<file path="src/rtl/jtag_tap_ctrl_mc_if.sv">
// Pad-side and chain-side signals of the parametrised JTAG TAP controller.
// master: pads/chains driving the TAP; slave: the TAP controller itself.
interface jtag_tap_ctrl_mc_if #(
    parameter int NUM_CHAINS = 3
);
    logic                  tms;
    logic                  tdi;
    logic                  tdo_pad_o;
    logic                  tdo_padoe_o;
    logic                  tdo_o;
    logic [NUM_CHAINS-1:0] chain_tdi_i;
    logic [NUM_CHAINS-1:0] chain_select_o;
    logic                  shift_dr_o;
    logic                  pause_dr_o;
    logic                  update_dr_o;
    logic                  capture_dr_o;
    logic                  tlr_o;

    modport master (
        output tms, tdi, chain_tdi_i,
        input  tdo_pad_o, tdo_padoe_o, tdo_o, chain_select_o,
        input  shift_dr_o, pause_dr_o, update_dr_o, capture_dr_o, tlr_o
    );

    modport slave (
        input  tms, tdi, chain_tdi_i,
        output tdo_pad_o, tdo_padoe_o, tdo_o, chain_select_o,
        output shift_dr_o, pause_dr_o, update_dr_o, capture_dr_o, tlr_o
    );
endinterface

</file>
<file path="src/rtl/jtag_tap_ctrl_mc.sv">
// IEEE 1149.1 TAP controller with parametrised IR and N decoded scan-chain selects.
// Define JTAG_IDCODE_EN to include the 32-bit IDCODE register (reset instruction IDCODE).
module jtag_tap_ctrl_mc #(
    parameter int          IR_WIDTH   = 4,
    parameter int          NUM_CHAINS = 3,
    parameter int          CHAIN_BASE = 2,
    parameter int          IDCODE_OP  = 1,
    parameter logic [31:0] IDCODE_VAL = 32'h149511C3
) (
    input  logic                tck,
    input  logic                trst,
    jtag_tap_ctrl_mc_if.slave   jif
);

    typedef enum logic [3:0] {
        TLR, RTI, SEL_DR, CAP_DR, SH_DR, EX1_DR, PAU_DR, EX2_DR, UPD_DR,
        SEL_IR, CAP_IR, SH_IR, EX1_IR, PAU_IR, EX2_IR, UPD_IR
    } tap_state_e;

    localparam logic [IR_WIDTH-1:0] BYPASS_OP = '1;
`ifdef JTAG_IDCODE_EN
    localparam logic [IR_WIDTH-1:0] RESET_OP = IR_WIDTH'(IDCODE_OP);
`else
    localparam logic [IR_WIDTH-1:0] RESET_OP = BYPASS_OP;
`endif

    if (IR_WIDTH < 2 || IDCODE_VAL[0] != 1'b1 || NUM_CHAINS < 1 ||
        (IDCODE_OP >= CHAIN_BASE && IDCODE_OP < CHAIN_BASE + NUM_CHAINS)) begin : g_param_check
        $error("jtag_tap_ctrl_mc: illegal parameter combination");
    end

    tap_state_e            state_q, state_d;
    logic [IR_WIDTH-1:0]   ir_q, ir_d;
    logic [IR_WIDTH-1:0]   ir_shift_q, ir_shift_d;
    logic                  bypass_q, bypass_d;
    logic                  tdo_q, tdo_d;
    logic                  tdo_pad_q, tdo_pad_d;
    logic                  tdo_padoe_q, tdo_padoe_d;
    logic [NUM_CHAINS-1:0] chain_sel;
    logic                  idcode_sel;
    logic                  idcode_lsb;

    always_comb begin
        state_d = state_q;
        case (state_q)
            TLR:     state_d = jif.tms ? TLR    : RTI;
            RTI:     state_d = jif.tms ? SEL_DR : RTI;
            SEL_DR:  state_d = jif.tms ? SEL_IR : CAP_DR;
            CAP_DR:  state_d = jif.tms ? EX1_DR : SH_DR;
            SH_DR:   state_d = jif.tms ? EX1_DR : SH_DR;
            EX1_DR:  state_d = jif.tms ? UPD_DR : PAU_DR;
            PAU_DR:  state_d = jif.tms ? EX2_DR : PAU_DR;
            EX2_DR:  state_d = jif.tms ? UPD_DR : SH_DR;
            UPD_DR:  state_d = jif.tms ? SEL_DR : RTI;
            SEL_IR:  state_d = jif.tms ? TLR    : CAP_IR;
            CAP_IR:  state_d = jif.tms ? EX1_IR : SH_IR;
            SH_IR:   state_d = jif.tms ? EX1_IR : SH_IR;
            EX1_IR:  state_d = jif.tms ? UPD_IR : PAU_IR;
            PAU_IR:  state_d = jif.tms ? EX2_IR : PAU_IR;
            EX2_IR:  state_d = jif.tms ? UPD_IR : SH_IR;
            UPD_IR:  state_d = jif.tms ? SEL_DR : RTI;
            default: state_d = TLR;
        endcase
    end

    // Opcodes are compared by equality, so at most one chain select can be high.
    always_comb begin
        chain_sel  = '0;
        idcode_sel = 1'b0;
`ifdef JTAG_IDCODE_EN
        idcode_sel = (ir_q == IR_WIDTH'(IDCODE_OP));
`endif
        for (int k = 0; k < NUM_CHAINS; k++) begin
            if (ir_q == IR_WIDTH'(CHAIN_BASE + k) && ir_q != BYPASS_OP && !idcode_sel)
                chain_sel[k] = 1'b1;
        end
    end

    always_comb begin
        ir_shift_d = ir_shift_q;
        ir_d       = ir_q;
        bypass_d   = bypass_q;
        tdo_d      = jif.tdi;
        case (state_q)
            CAP_IR:  ir_shift_d = IR_WIDTH'(1);
            SH_IR:   ir_shift_d = {jif.tdi, ir_shift_q[IR_WIDTH-1:1]};
            CAP_DR:  bypass_d   = 1'b0;
            SH_DR:   bypass_d   = jif.tdi;
            default: ;
        endcase
        if (state_q == TLR)
            ir_d = RESET_OP;
        else if (state_q == UPD_IR)
            ir_d = ir_shift_q;
    end

`ifdef JTAG_IDCODE_EN
    logic [31:0] idcode_q, idcode_d;

    always_comb begin
        idcode_d = idcode_q;
        if (state_q == CAP_DR)
            idcode_d = IDCODE_VAL;
        else if (state_q == SH_DR)
            idcode_d = {jif.tdi, idcode_q[31:1]};
    end

    always_ff @(posedge tck or negedge trst) begin
        if (!trst)
            idcode_q <= '0;
        else
            idcode_q <= idcode_d;
    end

    assign idcode_lsb = idcode_q[0];
`else
    assign idcode_lsb = 1'b0;
`endif

    // TDO source mux; the pad copy is retimed to the falling edge below.
    always_comb begin
        tdo_pad_d   = 1'b0;
        tdo_padoe_d = (state_q == SH_DR) || (state_q == SH_IR);
        if (state_q == SH_IR)
            tdo_pad_d = ir_shift_q[0];
        else if (state_q == SH_DR) begin
            if (|chain_sel)
                tdo_pad_d = |(jif.chain_tdi_i & chain_sel);
            else if (idcode_sel)
                tdo_pad_d = idcode_lsb;
            else
                tdo_pad_d = bypass_q;
        end
    end

    always_ff @(posedge tck or negedge trst) begin
        if (!trst) begin
            state_q    <= TLR;
            ir_q       <= RESET_OP;
            ir_shift_q <= '0;
            bypass_q   <= 1'b0;
            tdo_q      <= 1'b0;
        end else begin
            state_q    <= state_d;
            ir_q       <= ir_d;
            ir_shift_q <= ir_shift_d;
            bypass_q   <= bypass_d;
            tdo_q      <= tdo_d;
        end
    end

    always_ff @(negedge tck or negedge trst) begin
        if (!trst) begin
            tdo_pad_q   <= 1'b0;
            tdo_padoe_q <= 1'b0;
        end else begin
            tdo_pad_q   <= tdo_pad_d;
            tdo_padoe_q <= tdo_padoe_d;
        end
    end

    assign jif.tdo_pad_o      = tdo_pad_q;
    assign jif.tdo_padoe_o    = tdo_padoe_q;
    assign jif.tdo_o          = tdo_q;
    assign jif.chain_select_o = chain_sel;
    assign jif.shift_dr_o     = (state_q == SH_DR);
    assign jif.pause_dr_o     = (state_q == PAU_DR);
    assign jif.update_dr_o    = (state_q == UPD_DR);
    assign jif.capture_dr_o   = (state_q == CAP_DR);
    assign jif.tlr_o          = (state_q == TLR);

endmodule

</file>
<file path="src/flat_wrapper.sv">
// flat-port wrapper written by rule: the top's interface ports become plain ports
module jtag_tap_ctrl_mc_flat 
#(
    parameter int          IR_WIDTH   = 4,
    parameter int          NUM_CHAINS = 3,
    parameter int          CHAIN_BASE = 2,
    parameter int          IDCODE_OP  = 1,
    parameter logic [31:0] IDCODE_VAL = 32'h149511C3
)
  (tck, trst, jif_tms, jif_tdi, jif_chain_tdi_i, jif_tdo_pad_o, jif_tdo_padoe_o, jif_tdo_o, jif_chain_select_o, jif_shift_dr_o, jif_pause_dr_o, jif_update_dr_o, jif_capture_dr_o, jif_tlr_o);
  jtag_tap_ctrl_mc_if #(.NUM_CHAINS(NUM_CHAINS)) jif_i ();
  input  logic tck;
  input  logic trst;
  input wire logic [$bits(jif_i.tms)-1:0] jif_tms;
  input wire logic [$bits(jif_i.tdi)-1:0] jif_tdi;
  input wire logic [$bits(jif_i.chain_tdi_i)-1:0] jif_chain_tdi_i;
  output wire logic [$bits(jif_i.tdo_pad_o)-1:0] jif_tdo_pad_o;
  output wire logic [$bits(jif_i.tdo_padoe_o)-1:0] jif_tdo_padoe_o;
  output wire logic [$bits(jif_i.tdo_o)-1:0] jif_tdo_o;
  output wire logic [$bits(jif_i.chain_select_o)-1:0] jif_chain_select_o;
  output wire logic [$bits(jif_i.shift_dr_o)-1:0] jif_shift_dr_o;
  output wire logic [$bits(jif_i.pause_dr_o)-1:0] jif_pause_dr_o;
  output wire logic [$bits(jif_i.update_dr_o)-1:0] jif_update_dr_o;
  output wire logic [$bits(jif_i.capture_dr_o)-1:0] jif_capture_dr_o;
  output wire logic [$bits(jif_i.tlr_o)-1:0] jif_tlr_o;
  assign jif_i.tms = jif_tms;
  assign jif_i.tdi = jif_tdi;
  assign jif_i.chain_tdi_i = jif_chain_tdi_i;
  assign jif_tdo_pad_o = jif_i.tdo_pad_o;
  assign jif_tdo_padoe_o = jif_i.tdo_padoe_o;
  assign jif_tdo_o = jif_i.tdo_o;
  assign jif_chain_select_o = jif_i.chain_select_o;
  assign jif_shift_dr_o = jif_i.shift_dr_o;
  assign jif_pause_dr_o = jif_i.pause_dr_o;
  assign jif_update_dr_o = jif_i.update_dr_o;
  assign jif_capture_dr_o = jif_i.capture_dr_o;
  assign jif_tlr_o = jif_i.tlr_o;
  jtag_tap_ctrl_mc #(.IR_WIDTH(IR_WIDTH), .NUM_CHAINS(NUM_CHAINS), .CHAIN_BASE(CHAIN_BASE), .IDCODE_OP(IDCODE_OP), .IDCODE_VAL(IDCODE_VAL)) u_core (.tck(tck), .trst(trst), .jif(jif_i));
endmodule
</file>
<file path="config.mk">
export PLATFORM = sky130hd
export DESIGN_NAME = jtag_tap_ctrl_mc_flat
export DESIGN_NICKNAME = d
export VERILOG_FILES = /design/src/rtl/jtag_tap_ctrl_mc_if.sv /design/src/rtl/jtag_tap_ctrl_mc.sv /design/src/flat_wrapper.sv
export SDC_FILE = /design/constraint.sdc
export NUM_CORES = 1
export LEC_CHECK = 0
export BUFFER_PORTS_ARGS = -buffer_cell sky130_fd_sc_hd__buf_2
export CELL_PAD_IN_SITES_DETAIL_PLACEMENT = 0
export CELL_PAD_IN_SITES_GLOBAL_PLACEMENT = 1
export CORE_UTILIZATION = 43
export DETAILED_ROUTE_END_ITERATION = 8
export PLACE_DENSITY_LB_ADDON = 0.05
export RECOVER_POWER = 100
export SLEW_MARGIN = 20
export SYNTH_ARGS = -nofsm -noshare
export SYNTH_HDL_FRONTEND = slang
export SYNTH_SLANG_ARGS = --single-unit
</file>
<file path="constraint.sdc">
create_clock -name tck -period 2.3 [get_ports tck]
set_input_delay 0.115 -clock tck [delete_from_list [all_inputs] [get_ports tck]]
set_output_delay 0.115 -clock tck [all_outputs]
set_load 0.02 [all_outputs]
</file>
Yosys cells after proc, flatten, opt, wreduce, memory -nomap -nowiden:

Cells that the tools add are included.

* register bits: 16
* logic and storage cells: 63
* memories: 0
* input bits: 7
* memory bits (writable): 0
* bits in latches: 0
* ROM bits: 0

* multipliers: 0
* divide/modulo/power cells: 0
* $lt $le $gt $ge: 0
* reduce and logical (&&, ||, !) cells: 13
* shift operators: 0
* add/subtract/negate cells: 0
* bitwise operators: 1
* equal/unequal tests: 19
* multiplexer cells: 23

Operators by type and width (count)
* case mux 4 bit (12 select lines): 1
* == test 4 bit, second input constant: 8
* two-way mux 4 bit: 6
* == test 4 x 3 -> 1 bit, second input constant: 5
* == test 4 x 2 -> 1 bit, second input constant: 4
* two-way mux 1 bit: 9
* OR reduction 3 bit: 3
* case mux 4 bit (2 select lines): 1
* two-way mux 2 bit: 3
* two-way mux 3 bit: 2
* nonzero test 2 bit: 3
* == test 4 x 1 -> 1 bit, second input constant: 1
* zero test 4 bit: 1
* inequality test 4 bit, second input constant: 1
* OR reduction 2 bit: 2
* bitwise AND 3 bit: 1
* logical AND 1 bit: 3
* case mux 1 bit (2 select lines): 1
* logical OR 1 bit: 1

Logic depth before layout (Yosys ltp):

Gate-level depths: netlist of the first run.

* word-level depth: 8
* depth in mapped cells: 6

==> results of run 1 <==
==> per-layer routing <==
metal / part of all wire (%) / wire, um
met1: 52 / 1070
met2: 43 / 893
met3: 4.1 / 85
met4: 0.49 / 10
met5: 0 / 0
==> state kept, by name (all words and copies together) (netlist names) <==
name / cells
u_core.ir_q: 4
u_core.state_q: 4
u_core.jif.tdo_padoe_o: 1
u_core.bypass_q: 1
u_core.jif.tdo_o: 1
u_core.jif.tdo_pad_o: 1
u_core.ir_shift_q: 4
==> power by group through the flow <==
stage	clock network [mW]	registers, mW	logic, mW
final	0.180	0.518	0.849
after floorplan	0	0.513	0.661
after CTS	0.187	0.516	0.897
after global placement	0	0.515	0.874
after global routing	0.202	0.531	0.959
after detailed placement	0	0.520	0.893
==> cell type report <==
class                   count  area [um2]
flip-flops and latches     16         405
inverters                   4        16.3
multi-input cells          85         475
repair buffers             32         180
fillers                   221         895
well taps                  27        33.8
clock buffers               4        36.3
==> Yosys cell counts, types with 2 or more instances <==
master / number
nand2b_1: 4
dfstp_2: 4
dfrtn_1: 2
inv_1: 2
o21ai_0: 5
nor3_1: 3
nand2_1: 17
buf_2: 4
dfrtp_1: 10
a21oi_1: 3
a222oi_1: 2
o21ai_1: 12
nor2b_1: 3
buf_4: 6
nor4b_1: 2
nand3_1: 4
a311oi_1: 2
a22oi_1: 4
nand3b_1: 2
nor2_1: 11
==> cell families after synthesis <==
kind of cell	after synthesis	synth area share (%)
simple gates	52	28.2
buf+inv	14	8.41
compound gates	32	20.6
flops	16	41.9
xor+xnor	1	0.906
==> worst reg2reg max path, delay by kind of cell (launching register included) <==
kind / cells / cell delay, ns
DFF: 1 / 0.56
AOI/OAI and AO/OA: 3 / 0.47
and+or+nand+nor: 1 / 0.10
==> metrics by stage <==
step / power (mW) / hold WS [ns] / TNS (ns)
after global placement: 1.39 / 0.0451 / -0.101
after global routing: 1.69 / 0.205 / -0.214
after detailed placement: 1.41 / 0.0463 / -0.124
after floorplan: 1.17 / -0.181 / -0.143
final: 1.55 / 0.184 / -0.131
after CTS: 1.60 / 0.178 / -0.144
==> cell usage in the layout (no fill, tap or decap), drive strengths merged, types with 2 or more instances in the layout <==
cell type,Yosys,final
clkbuf,0,20
nor3,4,4
nor4b,2,2
inv,3,3
o21ai,17,17
a222oi,2,2
dfrtn,2,2
nand3b,2,2
a21oi,3,3
nor2b,3,3
a22oi,4,4
nand2b,4,4
nand3,4,4
nand2,17,17
buf,10,14
nor2,11,11
a311oi,2,2
dlygate4sd3,0,2
dfstp,4,4
dfrtp,10,10
==> timing repair <==
action	4_1_cts	5_1_grt
hold buffers	2	0
hold endpoints to repair	11	0
setup endpoints to repair	1	1
==> path summary, 6_finish.rpt <==
path / startpoint / end / slack [ns] / cells past startpoint
max: u_core.ir_q[2] / u_core.jif.tdo_pad_o / -0.13 / 4
min: jif_tms / u_core.state_q[0] / 0.18 / 2
max reg2reg: u_core.ir_q[2] / u_core.jif.tdo_pad_o / -0.13 / 4
min reg2reg: u_core.ir_shift_q[2] / u_core.ir_shift_q[2] / 0.52 / 2
max in group asynchronous: trst / u_core.jif.tdo_padoe_o / 0.26 / 2
min in group asynchronous: trst / u_core.jif.tdo_o / 0.45 / 2
==> results.md, run 1 <==
* Clk sinks at 16
* Slew @ Worst Pin at 0.860 ns
* Arrival @ worst endpoint at 1.41 ns
* # resized after CTS at 0
* FF+latch count, synth at 16
* DR vias at 884
* Top_reg_cell synth: dfrtp_1
* I/O pin cnt at 18
* Clock slew seen by the registers of the worst setup and hold paths at 0.09 ns
* Yosys warning count at 0
* Total CTS buffers at 3
* Antenna Violating Nets Remaining at 0
* Clock power share at 11.6%
* Critical Path Most Common Cell: o21ai_1
* Met2 global-route usage at 28.8%
* Antenna diodes at 0
* Area of the core at 2040 um2
* Synth top area cells: dfrtp_1, dfstp_2, nand2_1
* Initial antenna violation count at 0
* Maximum level of the CTS H-tree at 1
* Placed standard-cell area at 1120 um2
* Gr usage total at 18.6%
* Die width at 49.4 um
* Area leader, netlist: dfrtp_1
* Crit path buf inv count at 0
* DRT Wirelength at 2060 um
* Clk_lat worst skew at 0.28 ns
* Outcome: finished with violations
* RSZ-0062 raised after global routing: true
* Startpoint types: flop
* Setup bufs post-CTS at 0
* Setup slack after placement at -0.124 ns
* Number of global-route vias before repair at 784
* Initial drt markers at 16
* PwrDens at 1350 nW/um2
* Min-Delay Path Class: in2reg
* Mean Syn Cell Area at 8.41 um2
* Slowest cell delay on critical path at 0.56 ns
* Fin worst setup slack at -0.131 ns
* RD Place Congestion at 0.741
* CP Cell Sequence: nand3b_1 -> o21ai_1 -> a222oi_1 -> o21ai_1
* Met3 GRT Util at 4.67%
* Share of the synthesized area in the top cell type at 25.9%
* CTS Buffer Depth at 2
* Grt ovf at 0
* Dpl hpwl at 1590 um
* Combinational power share at 54.9%
* Highest ir drop seen on vdd at 729 uV
* Syn_nets at 122
* Global-route wire length before repair at 3490 um
* Largest net degree at the start of global routing at 18
* Sw frac at 43.7%
* Failing checks: setup timing
* # port buffers at 17
* CP max stage cell: dfstp_2
* Internal power at 0.870 mW
* Placed insts at 162
* Pleak at 0.491 nW
* Die height at 49.4 um
* Max_cap viols at 0
* Fin. max-slew vios at 0
* Clk root buf: clkbuf_4
* Worst Path Required at 1.28 ns
* Final instance area at 1150 um2
* Area growth from synthesis to layout at 18.6%
* Hold Fails Final Rpt at 0
* P_sw at 0.676 mW
* Cell Rows at 16
* Routed WL per cell at 12.2 um
* Relative slew margins at 42.7%
* Crit Path Max Fanout at 5
* Starting Density at 47.4%
* Die area at 2440 um2
* Cell Area, Synth at 967 um2
* Nets@finish at 149
* Most Crowded Layer GR: met2
* Finished Layout Cells at 168
* CTS tree: done
* Share of layout cells above drive strength 1 at 19.1%
* Clock skew at 0.00657 ns
* Drt first pass iters at 4
* Critical path class: reg2reg
* Distinct cells, synth at 33
* Element type at the critical path end: flop
* Post-synth ARST share at 100%
* Final Setup Violations at 1
* Register area share after synthesis at 41.9%
* Final Core Density at 56.2%
* EDFF count, synth at 0
* Detailed-route DRC error count at 0
* Sequential share of power at 33.5%
* Synth Instances at 115
* GR Layer Usage met1 at 26.5%
* Via density at 5.26
* Crit path max-delay family: flip-flops
Note: power is estimated with default switching activity, not from simulation.
==> run 2, diff against run 1 <==
--- a/config.mk
+++ b/config.mk
@@ -5,10 +5,11 @@
 export SDC_FILE = /design/constraint.sdc
 export NUM_CORES = 1
 export LEC_CHECK = 0
+export ABC_AREA = 1
 export BUFFER_PORTS_ARGS = -buffer_cell sky130_fd_sc_hd__buf_2
 export CELL_PAD_IN_SITES_DETAIL_PLACEMENT = 0
 export CELL_PAD_IN_SITES_GLOBAL_PLACEMENT = 1
-export CORE_UTILIZATION = 43
+export CORE_UTILIZATION = 39
 export DETAILED_ROUTE_END_ITERATION = 8
 export PLACE_DENSITY_LB_ADDON = 0.05
 export RECOVER_POWER = 100
==> results.md, run 2 <==
* Outcome: finished, final reports clean
* FF+latch count, synth at 16
* # port buffers at 17
* Element type at the critical path end: flop
* Initial drt markers at 26
* Top_reg_cell synth: dfrtp_1
* Mean Syn Cell Area at 6.99 um2
* Critical path class: reg2reg
* Synth cell count leaders: nand2_1, inv_1, nor2_1
* CTS Buffer Depth at 2
* Clock power share at 15.5%
* Maximum level of the CTS H-tree at 1
* Nets@finish at 159
* Via density at 4.81
* Area growth from synthesis to layout at 24.0%
* I/O pin cnt at 18
* Post-Route Setup TNS at 0 ns
* P_sw at 0.525 mW
* Die height at 48.9 um
* Max_cap viols at 0
* Cell Area, Synth at 860 um2
* Combinational power share at 44.4%
* Most common cell in the netlist: nand2_1
* Clk root buf: clkbuf_4
* Grt ovf at 0
* Area of the core at 2020 um2
* Distinct cells, synth at 14
* CP Cell Sequence: nor2_2 -> nand3_1 -> nand2_1 -> nor2_1 -> nand2_1 -> nand2_1 -> nand2_1
* Final Setup Violations at 0
* Clk_lat worst skew at 0.29 ns
* Commonest cells after routing, fill and taps aside: nand2_1, inv_1, o21ai_0, nor2_1, nand3_1
* Yosys warning count at 0
* DR vias at 856
* Total CTS buffers at 3
* Arrival @ worst endpoint at 1.28 ns
* Antenna Violating Nets Remaining at 0
* Startpoint types: flop
* RD Place Congestion at 0.962
* Gr usage total at 19.5%
* Share of layout cells above drive strength 1 at 16.6%
* CP max stage cell: dfstp_2
* Critical Path Most Common Cell: nand2_1
* Crit Path Max Fanout at 4
* Syn_nets at 130
* Final instance area at 1070 um2
* Hold Fails Final Rpt at 0
* PwrDens at 1130 nW/um2
* Global-route wire length before repair at 3550 um
* Total power at 1.20 mW
* Initial antenna violation count at 0
* Relative slew margins at 44.4%
* Slowest cell delay on critical path at 0.58 ns
* Placed standard-cell area at 1000 um2
* Starting Density at 42.5%
* Sequential share of power at 40.1%
* Crit path buf inv count at 0
* Finished Layout Cells at 178
* Biggest regs: u_core.ir_q: 4 flops, u_core.ir_shift_q: 4 flops, u_core.state_q: 4 flops
* Routed WL per cell at 11.4 um
* Pleak at 0.610 nW
* Sw frac at 43.8%
* Register area share after synthesis at 47.2%
* Clock skew at 0.00279 ns
* Die width at 48.9 um
* Most common cell after layout, fill and taps aside: nand2_1
* Clock slew seen by the registers of the worst setup and hold paths at 0.09 ns
* Drt first pass iters at 4
* Placed insts at 170
* Antenna diodes at 0
* Internal power at 0.675 mW
* Clk sinks at 16
* Post-synth ARST share at 100%
* Worst Path Required at 1.30 ns
* Synth top area cells: dfrtp_1, nand2_1, dfstp_2
* CTS tree: done
* Cell Rows at 16
* Highest ir drop seen on vdd at 588 uV
* Setup slack after placement at 0.0287 ns
* Share of the synthesized area in the top cell type at 29.1%
* Die area at 2400 um2
* Largest net degree at the start of global routing at 17
* Detailed-route DRC error count at 0
* Final Core Density at 52.7%
* EDFF count, synth at 0
* DRT Wirelength at 2030 um
* RSZ-0062 raised after global routing: true
* Dpl hpwl at 1560 um
* Fin worst setup slack at 0.0149 ns
* Fin. max-slew vios at 0
* Slew @ Worst Pin at 0.834 ns
* Synth Instances at 123
* Number of global-route vias before repair at 812
* Area leader, netlist: dfrtp_1
* Min-Delay Path Class: in2reg
* Min Hold Slack at 0.130 ns
* Crit path max-delay family: flip-flops
## run 2: changes by cell type after synthesis, sizes merged, moves of 3 or more
cell,delta
nor2b,-3
nor2,+5
nand2,+12
nand2b,-4
a22oi,-4
nand3,+7
o22ai,+3
buf,-10
inv,+24
## run 2: cell families after synthesis
group | Yosys count | share of synthesized area (%)
AO/OA/AOI/OAI | 21 | 13.1
AND/OR/NAND/NOR | 59 | 27.9
buffers and inverters | 27 | 11.8
flip-flops | 16 | 47.2
## run 2: power by group through the flow
stage | Combinational, mW | Clock, mW | Sequential [mW]
after floorplan | 0.361 | 0 | 0.472
after global placement | 0.526 | 0 | 0.478
after detailed placement | 0.528 | 0 | 0.480
after CTS | 0.533 | 0.196 | 0.474
after global routing | 0.604 | 0.204 | 0.497
final | 0.534 | 0.186 | 0.481
## run 2: path summary, 6_finish.rpt
check,start,end,slack (ns),cells past startpoint
worst max-delay path,u_core.ir_q[0],u_core.jif.tdo_pad_o,0.01,7
worst min-delay path,jif_tms,u_core.state_q[0],0.13,3
worst max register to register,u_core.ir_q[0],u_core.jif.tdo_pad_o,0.01,7
worst min register to register,u_core.ir_shift_q[3],u_core.ir_q[3],0.53,2
max in group asynchronous,trst,u_core.jif.tdo_padoe_o,0.30,2
min in group asynchronous,trst,u_core.state_q[3],0.43,2
## run 2: tightest hold or removal path: cells and delay by family
family | cells | cell delay (ns)
buf+inv | 1 | 0.13
compound gates | 1 | 0.08
simple gates | 1 | 0.06
## run 2: cell type report
| cell class | instances | area, um2 |
|---|---|---|
| fillers | 215 | 956 |
| repair buffers | 24 | 126 |
| clock buffers | 4 | 36.3 |
| flip-flops and latches | 16 | 405 |
| well taps | 27 | 33.8 |
| multi-input cells | 80 | 363 |
| inverters | 27 | 101 |
## run 2: routing by layer
metal / share of wire (%) / vias up / wire length (um) / track usage [%]
met5: 0 / - / 0 / 0
met1: 51 / 375 / 1030 / 28.4
met4: 0.79 / 0 / 16 / 5.88
met2: 43 / 30 / 866 / 28.2
met3: 5.9 / 4 / 120 / 4.98
li1: - / 447 / - / -
## run 2: timing repair
item / CTS / global route
gates resized for setup: 0 / 4
setup endpoints to repair: 0 / 1
endpoints found under the hold margin: 11 / 0
hold buffers: 2 / 0
buffers inserted: 0 / 2
==> run 3, diff against run 2 <==
--- a/config.mk
+++ b/config.mk
@@ -7,9 +7,8 @@
 export LEC_CHECK = 0
 export ABC_AREA = 1
 export BUFFER_PORTS_ARGS = -buffer_cell sky130_fd_sc_hd__buf_2
-export CELL_PAD_IN_SITES_DETAIL_PLACEMENT = 0
-export CELL_PAD_IN_SITES_GLOBAL_PLACEMENT = 1
-export CORE_UTILIZATION = 39
+export CORE_MARGIN = 2
+export CORE_UTILIZATION = 50
 export DETAILED_ROUTE_END_ITERATION = 8
 export PLACE_DENSITY_LB_ADDON = 0.05
 export RECOVER_POWER = 100
==> results.md, run 3 (same netlist as run 2, synthesis figures left out) <==
* Met3 WL at 162 um
* Number of global-route vias before repair at 812
* Area growth from synthesis to layout at 20.5%
* Grt ovf at 0
* Outcome: finished, final reports clean
* Worst Path Required at 1.30 ns
* Routed WL per cell at 12.4 um
* Relative slew margins at 64.3%
* Die width at 45.5 um
* Element type at the critical path end: flop
* Dpl hpwl at 1520 um
* Min Hold Slack at 0.141 ns
* Gr usage total at 23.2%
* Total CTS buffers at 3
* Slowest cell delay on critical path at 0.55 ns
* Largest net degree at the start of global routing at 12
* Most common cell after layout, fill and taps aside: nand2_1
* Max_cap viols at 0
* Area of the core at 1560 um2
* CTS Buffer Depth at 2
* Initial drt markers at 31
* Die height at 45.5 um
* Biggest regs: u_core.ir_q: 4 flops, u_core.ir_shift_q: 4 flops, u_core.state_q: 4 flops
* Min-Delay Path Class: in2reg
* Pleak at 0.593 nW
* Crit Path Max Fanout at 3
* Fin. max-slew vios at 0
* Maximum level of the CTS H-tree at 1
* Clk root buf: clkbuf_4
* Critical path class: reg2reg
* Starting Density at 55.1%
* Slew @ Worst Pin at 0.536 ns
* I/O pin cnt at 18
* Finished Layout Cells at 165
* DR vias at 884
* Clock skew at 0.00458 ns
* DRT Wirelength at 2040 um
* PwrDens at 1170 nW/um2
* Final Setup Violations at 0
* Startpoint types: flop
* Hold Fails Final Rpt at 0
* Antenna Violating Nets Remaining at 0
* Setup slack after placement at 0.00841 ns
* Arrival @ worst endpoint at 1.28 ns
* Global-route wire length before repair at 3390 um
* Met2 wire len at 928 um
* CP Cell Sequence: nor2_1 -> nand2_1 -> nor2_1 -> nor2_1 -> nand2_1 -> nand2_1 -> nand2_1
* Fill count at 150
* Reg area at 405 um2
* Setup bufs post-CTS at 0
* M1 WL at 908 um
* Clk_lat worst skew at 0.29 ns
* CP max stage cell: dfstp_2
* Cell Rows at 14
* # port buffers at 17
* Share of layout cells above drive strength 1 at 13.4%
* Highest Signal Layer: met4
* Clock slew seen by the registers of the worst setup and hold paths at 0.09 ns
* Area of the multi-input gates at 365 um2
* Antenna diodes at 0
* RSZ-0062 raised after global routing: true
* Detailed-route DRC error count at 0
* Initial antenna violation count at 0
* Fin worst setup slack at 0.0210 ns
* Die area at 2070 um2
* Nets@finish at 157
* Highest ir drop seen on vdd at 692 uV
* CTS tree: done
* Commonest cells after routing, fill and taps aside: nand2_1, inv_1, o21ai_0, nor2_1, clkbuf_1
* Critical Path Most Common Cell: nand2_1
* Via density at 5.36
* RD Place Congestion at 0.942
* Placed insts at 159
* Drt first pass iters at 5
* Clk sinks at 16
==> run 3: changes by cell type in the layout (fill, tap and decap cells not counted) <==
cell      before  now
inv_1         27   26
nand2_2        0    1
buf_2         10    7
buf_4          3    1
nand2_1       29   28
nor2_4         0    1
nor2_1        12   14
clkbuf_1       9   12
nor2_2         4    1
inv_2          0    1
==> run 3: final timing paths <==
check                                from  slack (ns)                      to  cells after the start
setup / recovery           u_core.ir_q[3]        0.02    u_core.jif.tdo_pad_o                      7
hold / removal                    jif_tms        0.14       u_core.state_q[0]                      3
setup reg to reg           u_core.ir_q[3]        0.02    u_core.jif.tdo_pad_o                      7
hold reg to reg            u_core.ir_q[3]        0.52          u_core.ir_q[3]                      2
max in group asynchronous            trst        0.71  u_core.jif.tdo_padoe_o                      2
min in group asynchronous            trst        0.25       u_core.state_q[3]                      2
==> run 3: layout make-up <==
type                            instances  share of cell area (%)
Inverter                               27                    9.78
Timing Repair Buffer                   22                    10.4
Multi-Input combinational cell         80                    35.3
Clock buffer                            4                    3.50
Sequential cell                        16                    39.1
Tap cell                               16                    1.93
==> run 3: worst max-delay path, delay by kind of cell, from the launching register on <==
family,cells,cell delay [ns]
DFF,1,0.55
and+or+nand+nor,7,0.44
==> run 3: metrics by stage <==
stage	cell area, um2	util (%)	power [mW]	setup TNS [ns]
finish	1040	66.5	1.21	0
global route	1040	66.5	1.31	-0.0763
floorplan	860	-	0.833	0
CTS	1050	67.1	1.20	0
detailed placement	987	63.3	1.00	0
global placement	987	63.3	0.996	0
==> run 3: where the power goes <==
group	leakage (nW)	internal, mW	total [mW]	switching, mW
registers	0.196	0.401	0.480	0.0786
logic	0.376	0.175	0.542	0.367
clock network	0.0210	0.0964	0.186	0.0894
==> run 3: timing repair <==
item,in CTS,in global routing
hold buffers,2,0
pin swaps,0,2
gates resized for setup,1,4
endpoints found under the hold margin,11,0
setup endpoints to repair,1,1
==> run 3: layer usage <==
metal	GRT usage [%]	vias up
met5	0	-
li1	-	436
met3	8.33	7
met2	34.4	49
met1	31.0	392
met4	8.82	0
